`config.mk`:
```
export PLATFORM = sky130hd
export DESIGN_NAME = mem_stage
export DESIGN_NICKNAME = d
export VERILOG_FILES = /design/src/rtl/mem_stage_pkg.sv /design/src/rtl/mem_lane_align.sv /design/src/rtl/mem_stage.sv
export SDC_FILE = /design/constraint.sdc
export NUM_CORES = 1
export LEC_CHECK = 0
export ABC_AREA = 0
export BUFFER_PORTS_ARGS = -buffer_cell sky130_fd_sc_hd__buf_4
export CAP_MARGIN = 10
export CORE_MARGIN = 1
export CORE_UTILIZATION = 52
export CTS_CLUSTER_DIAMETER = 40
export DETAILED_ROUTE_END_ITERATION = 10
export PLACE_DENSITY = 0.89
export SKIP_LAST_GASP = 1
export SYNTH_ARGS = -nofsm -noshare
export SYNTH_HDL_FRONTEND = slang
export SYNTH_HIERARCHICAL = 1
export SYNTH_SLANG_ARGS = --single-unit
```
`constraint.sdc`:
```
create_clock -name clk -period 3.79 [get_ports clk]
set_input_delay 0.758 -clock clk [delete_from_list [all_inputs] [get_ports clk]]
set_output_delay 0.758 -clock clk [all_outputs]
set_load 0.005 [all_outputs]
```
`src/rtl/mem_stage_pkg.sv`:
```
// Shared constants and types for the memory-access stage.
// Insn-type codes, funct3 access codes and the MEM/WB bundle.
package mem_stage_pkg;

  localparam logic [3:0] NO_TYPE = 4'h0;
  localparam logic [3:0] R_TYPE  = 4'h1;
  localparam logic [3:0] I_TYPE  = 4'h2;
  localparam logic [3:0] L_TYPE  = 4'h3;
  localparam logic [3:0] S_TYPE  = 4'h4;
  localparam logic [3:0] B_TYPE  = 4'h5;
  localparam logic [3:0] J_TYPE  = 4'h6;
  localparam logic [3:0] U_TYPE  = 4'h7;

  localparam logic [2:0] F3_B  = 3'b000;
  localparam logic [2:0] F3_H  = 3'b001;
  localparam logic [2:0] F3_W  = 3'b010;
  localparam logic [2:0] F3_BU = 3'b100;
  localparam logic [2:0] F3_HU = 3'b101;

  typedef enum logic [1:0] {
    SZ_B,
    SZ_H,
    SZ_W
  } size_e;

  typedef struct packed {
    logic [3:0]  insn_type;
    logic [4:0]  rd;
    logic [31:0] ex_val;
    logic [31:0] mem_r_data;
  } mem_wb_t;

  // Unsigned byte/half codes only exist for loads;
  // anything unrecognised is a full-word access.
  function automatic size_e acc_size(
    input logic [2:0] f3,
    input logic       st
  );
    size_e sz;
    sz = SZ_W;
    unique case (1'b1)
      (f3 == F3_B):             sz = SZ_B;
      (f3 == F3_H):             sz = SZ_H;
      (!st && f3 == F3_BU):     sz = SZ_B;
      (!st && f3 == F3_HU):     sz = SZ_H;
      default:                  sz = SZ_W;
    endcase
    return sz;
  endfunction

endpackage

```
`src/rtl/mem_lane_align.sv`:
```
// Byte-lane steering for stores and extraction for loads.
// Purely combinational; also flags misaligned accesses.
module mem_lane_align
  import mem_stage_pkg::*;
(
  input  logic [2:0]  funct3_i,
  input  logic        store_i,
  input  logic [1:0]  off_i,
  input  logic [31:0] st_data_i,
  input  logic [31:0] rdata_i,
  output logic [3:0]  wstrb_o,
  output logic [31:0] wdata_o,
  output logic [31:0] ld_val_o,
  output logic        misalign_o
);

  size_e       sz;
  logic        uns;
  logic [7:0]  byte_v;
  logic [15:0] half_v;

  assign sz     = acc_size(funct3_i, store_i);
  assign uns    = funct3_i[2];
  assign byte_v = rdata_i[{off_i, 3'b000} +: 8];
  assign half_v = off_i[1] ? rdata_i[31:16] : rdata_i[15:0];

  // Size-dependent lane enables, data replication and extension.
  always_comb begin
    wstrb_o    = 4'b1111;
    wdata_o    = st_data_i;
    ld_val_o   = rdata_i;
    misalign_o = 1'b0;
    unique case (sz)
      SZ_B: begin
        wstrb_o    = 4'b0001 << off_i;
        wdata_o    = {4{st_data_i[7:0]}};
        ld_val_o   = uns ? {24'd0, byte_v}
                         : {{24{byte_v[7]}}, byte_v};
      end
      SZ_H: begin
        wstrb_o    = off_i[1] ? 4'b1100 : 4'b0011;
        wdata_o    = {2{st_data_i[15:0]}};
        ld_val_o   = uns ? {16'd0, half_v}
                         : {{16{half_v[15]}}, half_v};
        misalign_o = off_i[0];
      end
      default: begin
        misalign_o = |off_i;
      end
    endcase
  end

endmodule

```
`src/rtl/mem_stage.sv`:
```
// Memory-access stage: req/ack data port, MEM/WB register,
// upstream stall while waiting, watchdog abort on no ack.
module mem_stage
  import mem_stage_pkg::*;
#(
  parameter int TIMEOUT = 64,
  parameter int CNT_W   = 7
) (
  input  logic        clk,
  input  logic        rst_n,
  input  logic        in_valid,
  output logic        in_ready,
  input  logic [3:0]  insn_type,
  input  logic [2:0]  funct3,
  input  logic [4:0]  rd,
  input  logic [31:0] ex_val,
  input  logic [31:0] st_data,
  output logic        dmem_req,
  output logic        dmem_we,
  output logic [31:0] dmem_addr,
  output logic [3:0]  dmem_wstrb,
  output logic [31:0] dmem_wdata,
  input  logic        dmem_ack,
  input  logic [31:0] dmem_rdata,
  output logic        wb_valid,
  output logic [3:0]  wb_insn_type,
  output logic [4:0]  wb_rd,
  output logic [31:0] wb_ex_val,
  output logic [31:0] wb_mem_r_data,
  output logic        misalign,
  output logic        bus_err
);

  typedef enum logic {
    S_IDLE,
    S_WAIT
  } state_e;

  localparam logic [CNT_W-1:0] CNT_LAST = CNT_W'(TIMEOUT - 1);

  state_e            state_q, state_d;
  logic [CNT_W-1:0]  cnt_q, cnt_d;
  logic              req_q, req_d;
  logic              we_q, we_d;
  logic [31:0]       addr_q, addr_d;
  logic [3:0]        wstrb_q, wstrb_d;
  logic [31:0]       wdata_q, wdata_d;
  logic              wbv_q, wbv_d;
  mem_wb_t           wb_q, wb_d;
  logic              mis_q, mis_d;
  logic              berr_q, berr_d;
  logic [3:0]        ty_q, ty_d;
  logic [4:0]        rd_q, rd_d;
  logic [2:0]        f3_q, f3_d;
  logic [31:0]       ev_q, ev_d;

  logic              idle, is_ld, is_st;
  logic [2:0]        al_f3;
  logic              al_st;
  logic [1:0]        al_off;
  logic [3:0]        al_wstrb;
  logic [31:0]       al_wdata, al_ld;
  logic              al_mis;

  assign idle   = (state_q == S_IDLE);
  assign is_ld  = (insn_type == L_TYPE);
  assign is_st  = (insn_type == S_TYPE);
  assign al_f3  = idle ? funct3 : f3_q;
  assign al_st  = idle ? is_st : we_q;
  assign al_off = idle ? ex_val[1:0] : ev_q[1:0];

  mem_lane_align u_align (
    .funct3_i   (al_f3),
    .store_i    (al_st),
    .off_i      (al_off),
    .st_data_i  (st_data),
    .rdata_i    (dmem_rdata),
    .wstrb_o    (al_wstrb),
    .wdata_o    (al_wdata),
    .ld_val_o   (al_ld),
    .misalign_o (al_mis)
  );

  // Next state: accept, wait for ack, or abort on timeout.
  always_comb begin
    state_d = state_q;
    cnt_d   = cnt_q;
    req_d   = req_q;
    we_d    = we_q;
    addr_d  = addr_q;
    wstrb_d = wstrb_q;
    wdata_d = wdata_q;
    ty_d    = ty_q;
    rd_d    = rd_q;
    f3_d    = f3_q;
    ev_d    = ev_q;
    wbv_d   = 1'b0;
    wb_d    = '0;
    mis_d   = 1'b0;
    berr_d  = 1'b0;
    unique case (state_q)
      S_IDLE: begin
        if (in_valid && (is_ld || is_st)) begin
          if (al_mis) begin
            mis_d = 1'b1;
          end else begin
            req_d   = 1'b1;
            we_d    = is_st;
            addr_d  = {ex_val[31:2], 2'b00};
            wstrb_d = is_st ? al_wstrb : 4'd0;
            wdata_d = is_st ? al_wdata : 32'd0;
            ty_d    = insn_type;
            rd_d    = rd;
            f3_d    = funct3;
            ev_d    = ex_val;
            cnt_d   = '0;
            state_d = S_WAIT;
          end
        end else if (in_valid) begin
          wbv_d           = 1'b1;
          wb_d.insn_type  = insn_type;
          wb_d.rd         = rd;
          wb_d.ex_val     = ex_val;
        end
      end
      S_WAIT: begin
        if (dmem_ack || cnt_q == CNT_LAST) begin
          req_d   = 1'b0;
          we_d    = 1'b0;
          addr_d  = '0;
          wstrb_d = '0;
          wdata_d = '0;
          state_d = S_IDLE;
        end
        if (dmem_ack) begin
          wbv_d           = 1'b1;
          wb_d.insn_type  = ty_q;
          wb_d.rd         = we_q ? 5'd0 : rd_q;
          wb_d.ex_val     = ev_q;
          wb_d.mem_r_data = we_q ? 32'd0 : al_ld;
        end else if (cnt_q == CNT_LAST) begin
          berr_d = 1'b1;
        end else begin
          cnt_d = cnt_q + 1'b1;
        end
      end
    endcase
  end

  // State, port and MEM/WB registers.
  always_ff @(posedge clk or negedge rst_n) begin
    if (!rst_n) begin
      state_q <= S_IDLE;
      cnt_q   <= '0;
      req_q   <= 1'b0;
      we_q    <= 1'b0;
      addr_q  <= '0;
      wstrb_q <= '0;
      wdata_q <= '0;
      wbv_q   <= 1'b0;
      wb_q    <= '0;
      mis_q   <= 1'b0;
      berr_q  <= 1'b0;
      ty_q    <= '0;
      rd_q    <= '0;
      f3_q    <= '0;
      ev_q    <= '0;
    end else begin
      state_q <= state_d;
      cnt_q   <= cnt_d;
      req_q   <= req_d;
      we_q    <= we_d;
      addr_q  <= addr_d;
      wstrb_q <= wstrb_d;
      wdata_q <= wdata_d;
      wbv_q   <= wbv_d;
      wb_q    <= wb_d;
      mis_q   <= mis_d;
      berr_q  <= berr_d;
      ty_q    <= ty_d;
      rd_q    <= rd_d;
      f3_q    <= f3_d;
      ev_q    <= ev_d;
    end
  end

  assign in_ready      = idle;
  assign dmem_req      = req_q;
  assign dmem_we       = we_q;
  assign dmem_addr     = addr_q;
  assign dmem_wstrb    = wstrb_q;
  assign dmem_wdata    = wdata_q;
  assign wb_valid      = wbv_q;
  assign wb_insn_type  = wb_q.insn_type;
  assign wb_rd         = wb_q.rd;
  assign wb_ex_val     = wb_q.ex_val;
  assign wb_mem_r_data = wb_q.mem_r_data;
  assign misalign      = mis_q;
  assign bus_err       = berr_q;

endmodule

```
* After elaboration in Yosys (flattened, before gate mapping) *
Cells that the tools add are included.

word-level totals
  flip-flop bits (word level) = 198
  latch bits = 0
  RAM bits = 0
  ROM bits = 0
  bits of input ports = 112
  output and inout port bits = 147
  logic and storage cells = 107
  memories kept = 0

operators by class
  add/subtract/negate cells = 1
  multiply operators = 0
  div/mod/pow operators = 0
  order comparisons = 0
  eq/ne operators = 12
  shift-type cells = 2
  multiplexer cells = 58
  bitwise logic cells = 2
  reductions and logical operators = 14

operators by type and width
  operator                                        number
  2-to-1 mux 32 bit                               10
  case mux 32 bit (2 select lines)                4
  2-to-1 mux 41 bit                               2
  case mux 41 bit (2 select lines)                1
  2-to-1 mux 73 bit                               1
  indexed part select 32 x 6 -> 8 bit             1
  2-to-1 mux 7 bit                                4
  2-to-1 mux 4 bit                                5
  2-to-1 mux 1 bit                                18
  2-to-1 mux 16 bit                               1
  case mux 4 bit (2 select lines)                 2
  case mux 7 bit (2 select lines)                 1
  case mux 1 bit (2 select lines)                 5
  adder 7 x 1 -> 7 bit (second input constant)    1
  == test 7 x 6 -> 1 bit (second input constant)  1
  == test 3 bit (second input constant)           2
  != test 2 bit (second input constant)           3
  AND reduction 3 bit                             2
  OR reduction 2 bit                              3
  2-to-1 mux 5 bit                                1
  == test 4 x 2 -> 1 bit (second input constant)  1
  == test 4 x 3 -> 1 bit (second input constant)  1
  != test 2 x 1 -> 1 bit (second input constant)  2
  case mux 2 bit (2 select lines)                 1
  other kinds (12)                                16

* Longest topological paths before layout *
  depth after elaboration = 12
  depth in mapped cells = 14
  gate-level depth less buffers = 9

* By module *
Netlist, hierarchy kept.

modules (own cells, without submodules)
  module          instances  cells an instance  area an instance (µm²)  seq. area each (µm²)
  mem_stage       1          631                7,393.3                 4,904.7
  mem_lane_align  1          245                1,387.6                 0.0

* Worst setup path after synthesis *
OpenSTA, ideal clock, no wires.

  kind = in2reg
  from = input insn_type[0]
  to = register wdata_q[14] (netlist: dmem_wdata[14])
  setup time = 79 ps
  data arrival time = 3,596 ps
  data required time = 3,711 ps
  path slack = 114 ps
  stages = 14
  buffers on the path = 5
  cells stage by stage = or4b_4 -> nor2_2 -> clkbuf_1 -> a21o_1 -> a21o_1 -> buf_2 -> buf_2 -> nor2_2 -> nor2_1 -> a211oi_2 -> a21oi_1 -> buf_2 -> buf_6 -> mux2i_1

between the ends
  elaborated cells on any way between the ends = 22
  classes of those cells = eq/ne: 5; mux: 8; reduce/logical: 9

RTL lines
  element                                                           RTL line                                  source
  start: declaration                                                mem_stage.sv:13                           input logic [3:0] insn_type,
  == test 4 x 3 -> 1 bit (*)                                        mem_stage.sv:67                           assign is_st = (insn_type == S_TYPE);
  2-to-1 mux 1 bit (*)                                              mem_stage.sv:69                           assign al_st = idle ? is_st : we_q;
  via al_st                                                         mem_stage.sv:59                           logic al_st;
  zero test 1 bit (*)                                               mem_stage_pkg.sv:44, mem_stage_pkg.sv:45
  logical AND 1 bit (on tied branches)                              mem_stage_pkg.sv:45, mem_stage_pkg.sv:44
  OR reduction 2 bit (no source line)                               -
  case mux 2 bit (2 select lines) (*)                               mem_stage_pkg.sv:41                       unique case (1'b1)
  == test 2 x 1 -> 1 bit / zero test 2 bit (equally long branches)  mem_lane_align.sv:33                      unique case (sz)
  case mux 1 bit (2 select lines) (*)                               mem_lane_align.sv:33
  via al_mis                                                        mem_stage.sv:63                           logic al_mis;
  != test 2 bit (no source line) (*)                                -
  AND reduction 3 bit (no source line) (*)                          -
  end signal: assignment                                            mem_stage.sv:175                          wdata_q <= wdata_d;
  end: declaration                                                  mem_stage.sv:47                           logic [31:0] wdata_q, wdata_d;

The timed path passes the listed nets; every way through them passes the cells marked *. The select of a mux whose other input is x is not followed.
A chain may end at the register's enable or synchronous reset.

* Worst setup path in the final report *
  from = register state_q
  to = register cnt_q[6]

between the ends
  cells in the longest elaborated chain, start to end = 9
  elaborated cells on any way between the ends = 24
  classes of those cells = eq/ne: 8; mux: 6; bitwise: 1; reduce/logical: 9

RTL lines
  element                                                           RTL line                                  source
  start: declaration                                                mem_stage.sv:41                           state_e state_q, state_d;
  start signal: assignment                                          mem_stage.sv:169                          state_q <= state_d;
  2-to-1 mux 3 bit (*)                                              mem_stage.sv:68                           assign al_f3 = idle ? funct3 : f3_q;
  via al_f3[2]                                                      mem_stage.sv:58                           logic [2:0] al_f3;
  == test 3 bit (on tied branches)                                  mem_stage_pkg.sv:45, mem_stage_pkg.sv:44
  logical AND 1 bit (on tied branches)                              mem_stage_pkg.sv:45, mem_stage_pkg.sv:44
  OR reduction 2 bit (no source line)                               -
  case mux 2 bit (2 select lines) (*)                               mem_stage_pkg.sv:41
  == test 2 x 1 -> 1 bit / zero test 2 bit (equally long branches)  mem_lane_align.sv:33
  case mux 1 bit (2 select lines) (*)                               mem_lane_align.sv:33
  via al_mis                                                        mem_stage.sv:63
  != test 2 bit (no source line) (*)                                -
  AND reduction 4 bit (no source line) (*)                          -
  end signal: assignment                                            mem_stage.sv:170                          cnt_q <= cnt_d;
  end: declaration                                                  mem_stage.sv:42                           logic [CNT_W-1:0] cnt_q, cnt_d;

The timed path passes the listed nets; every way through them passes the cells marked *.

==> reports/metrics.cfg <==
[yosys]
avgSynthCellArea_um2 = 10.02
synth_edf_count = 0
async_flop_share_pct = 100.0
synth-seq-area-share_pct = 55.86
syn_inst = 876
synth_top_flop_cell = dfrtp_1
syn-cell-area_um2 = 8781
ys_ff_latch = 196
yosysTopAreaCell = dfrtp_1
yosysWarningCount = 6
synth_top_area_share_pct = 55.86
ys_types = 47
synthTopCellsByArea = dfrtp_1, nand2_1, a22o_1

[final_layout]
final_area_um2 = 11430
fillers = 1223
drive_gt1_share_pct = 29.89
synthToLayoutAreaGrowth_pct = 30.19
post-route-util_pct = 69.18
num_antenna_cells = 0
num-nets-final = 1214

[power]
peakVddDrop_v = 0.0003250
p_leak_nw = 6.196
pwr_density_cell_nw_per_um2 = 483.6

[timing]
hold_viol_final = 0
finalSetupViolCount = 0
min_period_over_period_pct = 82.01
worst_slew_pin_slew_ns = 1.004
rsz0062_at_grt = no
final-max-slew-violation-count = 0
finalSetupTns_ns = 0
max-slew-margin-rel_pct = 32.88
min_period_ns = 3.108
fmax_mhz = 321.7
skew_ns = 0.01156

[cts]
cts_resized = 0
cts_buffers = 17
tritoncts = done
cts.reportedPaths.clkPinSlew_ns = 0.07
cts_sinks = 196
ctsHoldBuffers = 0
cts_max_path_buffers = 2
cts_htree_levels = 4
post_cts_buffers = 0
clk-insertion-delay-late_ns = 0.43
cts_root_buf = clkbuf_16

[placed_design]
gp_congestion = 0.8599
dpl.hpwl_um = 15480
placed_cell_area_um2 = 10820
io_buffers = 256

[detailed_routing]
drc = 0
drt_first_pass_iters = 5
vias = 7237
ant_nets = 0
routed_wl_um = 22530
wl_per_cell_um = 16.89
vias_per_cell = 5.425
drtIter0Drc = 402

[outcome]
status = finished, final reports clean

[min_path]
min_path_type = in2async

[worst_setup_path]
worstPathMaxFanout = 46
end_kind = flop
cp.depth = 8
critPathTopFamily = flip-flops
path_cells = mux2_2, a21o_2, nor2_2, nor2_1, a211oi_4, buf_4, o21ai_0, and2_1
cp-start-kind = flop
critPathRequiredTime_ns = 4.10
rrSetupSlack_ns = 0.68
cp_slowest_cell = dfrtp_1
path_buf_inv = 1
worstSetupPathType = reg2reg
arrival_ns = 3.42
rr_worst_depth = 8
cpPeakStageDelay_ns = 0.72

[global_route]
gr-total-overflow = 0
grt_util_met1_pct = 33.98
grt_max_degree = 86
grt_usage_pct = 26.11
grtUsageMet3_pct = 5.959
grt_pass1_vias = 7127
antenna_found_initial = 0
use_met2_pct = 43.71
busiest_layer = met2
grt_pass1_wl_um = 35820

[floorplanning]
die_height_um = 131.9
start_util_pct = 53.14
dieArea_um2 = 17410
fp-row-count = 47
die_x_um = 131.9
ios = 259
coreArea_um2 = 16520

[run]
max_cap_viol_count = 0

-- kinds of logic after synthesis --
kind of cell / after synthesis / synth area share [%]
adders and majority gates: 1 / 0.1425
AOI/OAI and AO/OA: 152 / 12.72
and+or+nand+nor: 360 / 17.94
other: 1 / 0.04271
muxes: 56 / 7.452
DFF: 196 / 55.86
buffers and inverters: 110 / 5.842
-- cells in the mapped netlist (all sizes together) (11+ instances only) --
library cell,n
o21ai,35
buf,33
mux2i,44
nand3,11
dfrtp,196
nand2,267
a22o,72
clkbuf,34
nor2,13
inv,43
and2,35
a21oi,17
-- path summary, 6_finish.rpt --
path	startpoint	to
max	state_q	cnt_q[6]
min	rst_n	dmem_addr[10]
max reg2reg	state_q	cnt_q[6]
min reg2reg	rd_q[4]	rd_q[4]
max in group asynchronous	rst_n	dmem_wdata[14]
min in group clk	rd_q[4]	rd_q[4]
-- where the power goes --
group	switching, mW	internal, mW	total [mW]
clock network	0.872	0.951	1.82
logic	0.512	0.572	1.08
registers	0.201	2.42	2.62
-- through the flow --
stage               cells  power, mW  hold WS [ns]  setup WS, ns
floorplan             877      3.139        0.4401        0.1143
global placement     1302      3.689        0.4531        0.5578
detailed placement   1302      3.745        0.4627        0.4955
CTS                  1334      5.571        0.3742        0.6568
global route         1334      5.796        0.4014        0.4757
finish               1334      5.529        0.3616        0.6817
-- state kept, by name (all words and copies together) (netlist names), 5 cells and up --
| signal | cells |
|---|---|
| cnt_q | 7 |
| dmem_addr | 30 |
| dmem_wdata | 32 |
| ev_q | 32 |
| rd_q | 5 |
| wb_ex_val | 32 |
| wb_mem_r_data | 32 |
| wb_rd | 5 |
-- layout make-up --
cell class | instances | area [um^2] | share of cell area (%)
Inverter | 43 | 161.4 | 1.412
Timing Repair Buffer | 272 | 2073 | 18.14
Clock inverter | 15 | 187.7 | 1.642
Clock buffer | 17 | 425.4 | 3.721
Sequential cell | 196 | 4905 | 42.90
Multi-Input combinational cell | 571 | 3405 | 29.78
Tap cell | 220 | 275.3 | 2.408
-- cells in the final DEF, fill, tap and decap left out, types with 3 or more instances in the layout --
master     instances
nand3_1           11
inv_1             43
inv_6              3
clkbuf_16         17
o22ai_1            7
a31oi_1            5
and2_1            35
o21ai_0           35
nor2_1             8
a21oi_2            3
nor2_2             4
o31ai_1            3
mux2i_1           44
inv_8              3
a22o_1            72
buf_4            269
nor2b_1            8
nand2b_1           3
dfrtp_1          196
mux4_2             7
a21oi_1           13
mux2_2             5
and3_1             7
or3_1              7
clkinv_8           4
nand2_1          266
-- per-layer routing --
layer | vias to the layer above | wire, um
li1 | 3361 | -
met3 | 31 | 1785
met2 | 335 | 11180
met4 | 0 | 331
met5 | - | 0
met1 | 3510 | 9227
Note: power is estimated with default switching activity, not from simulation.
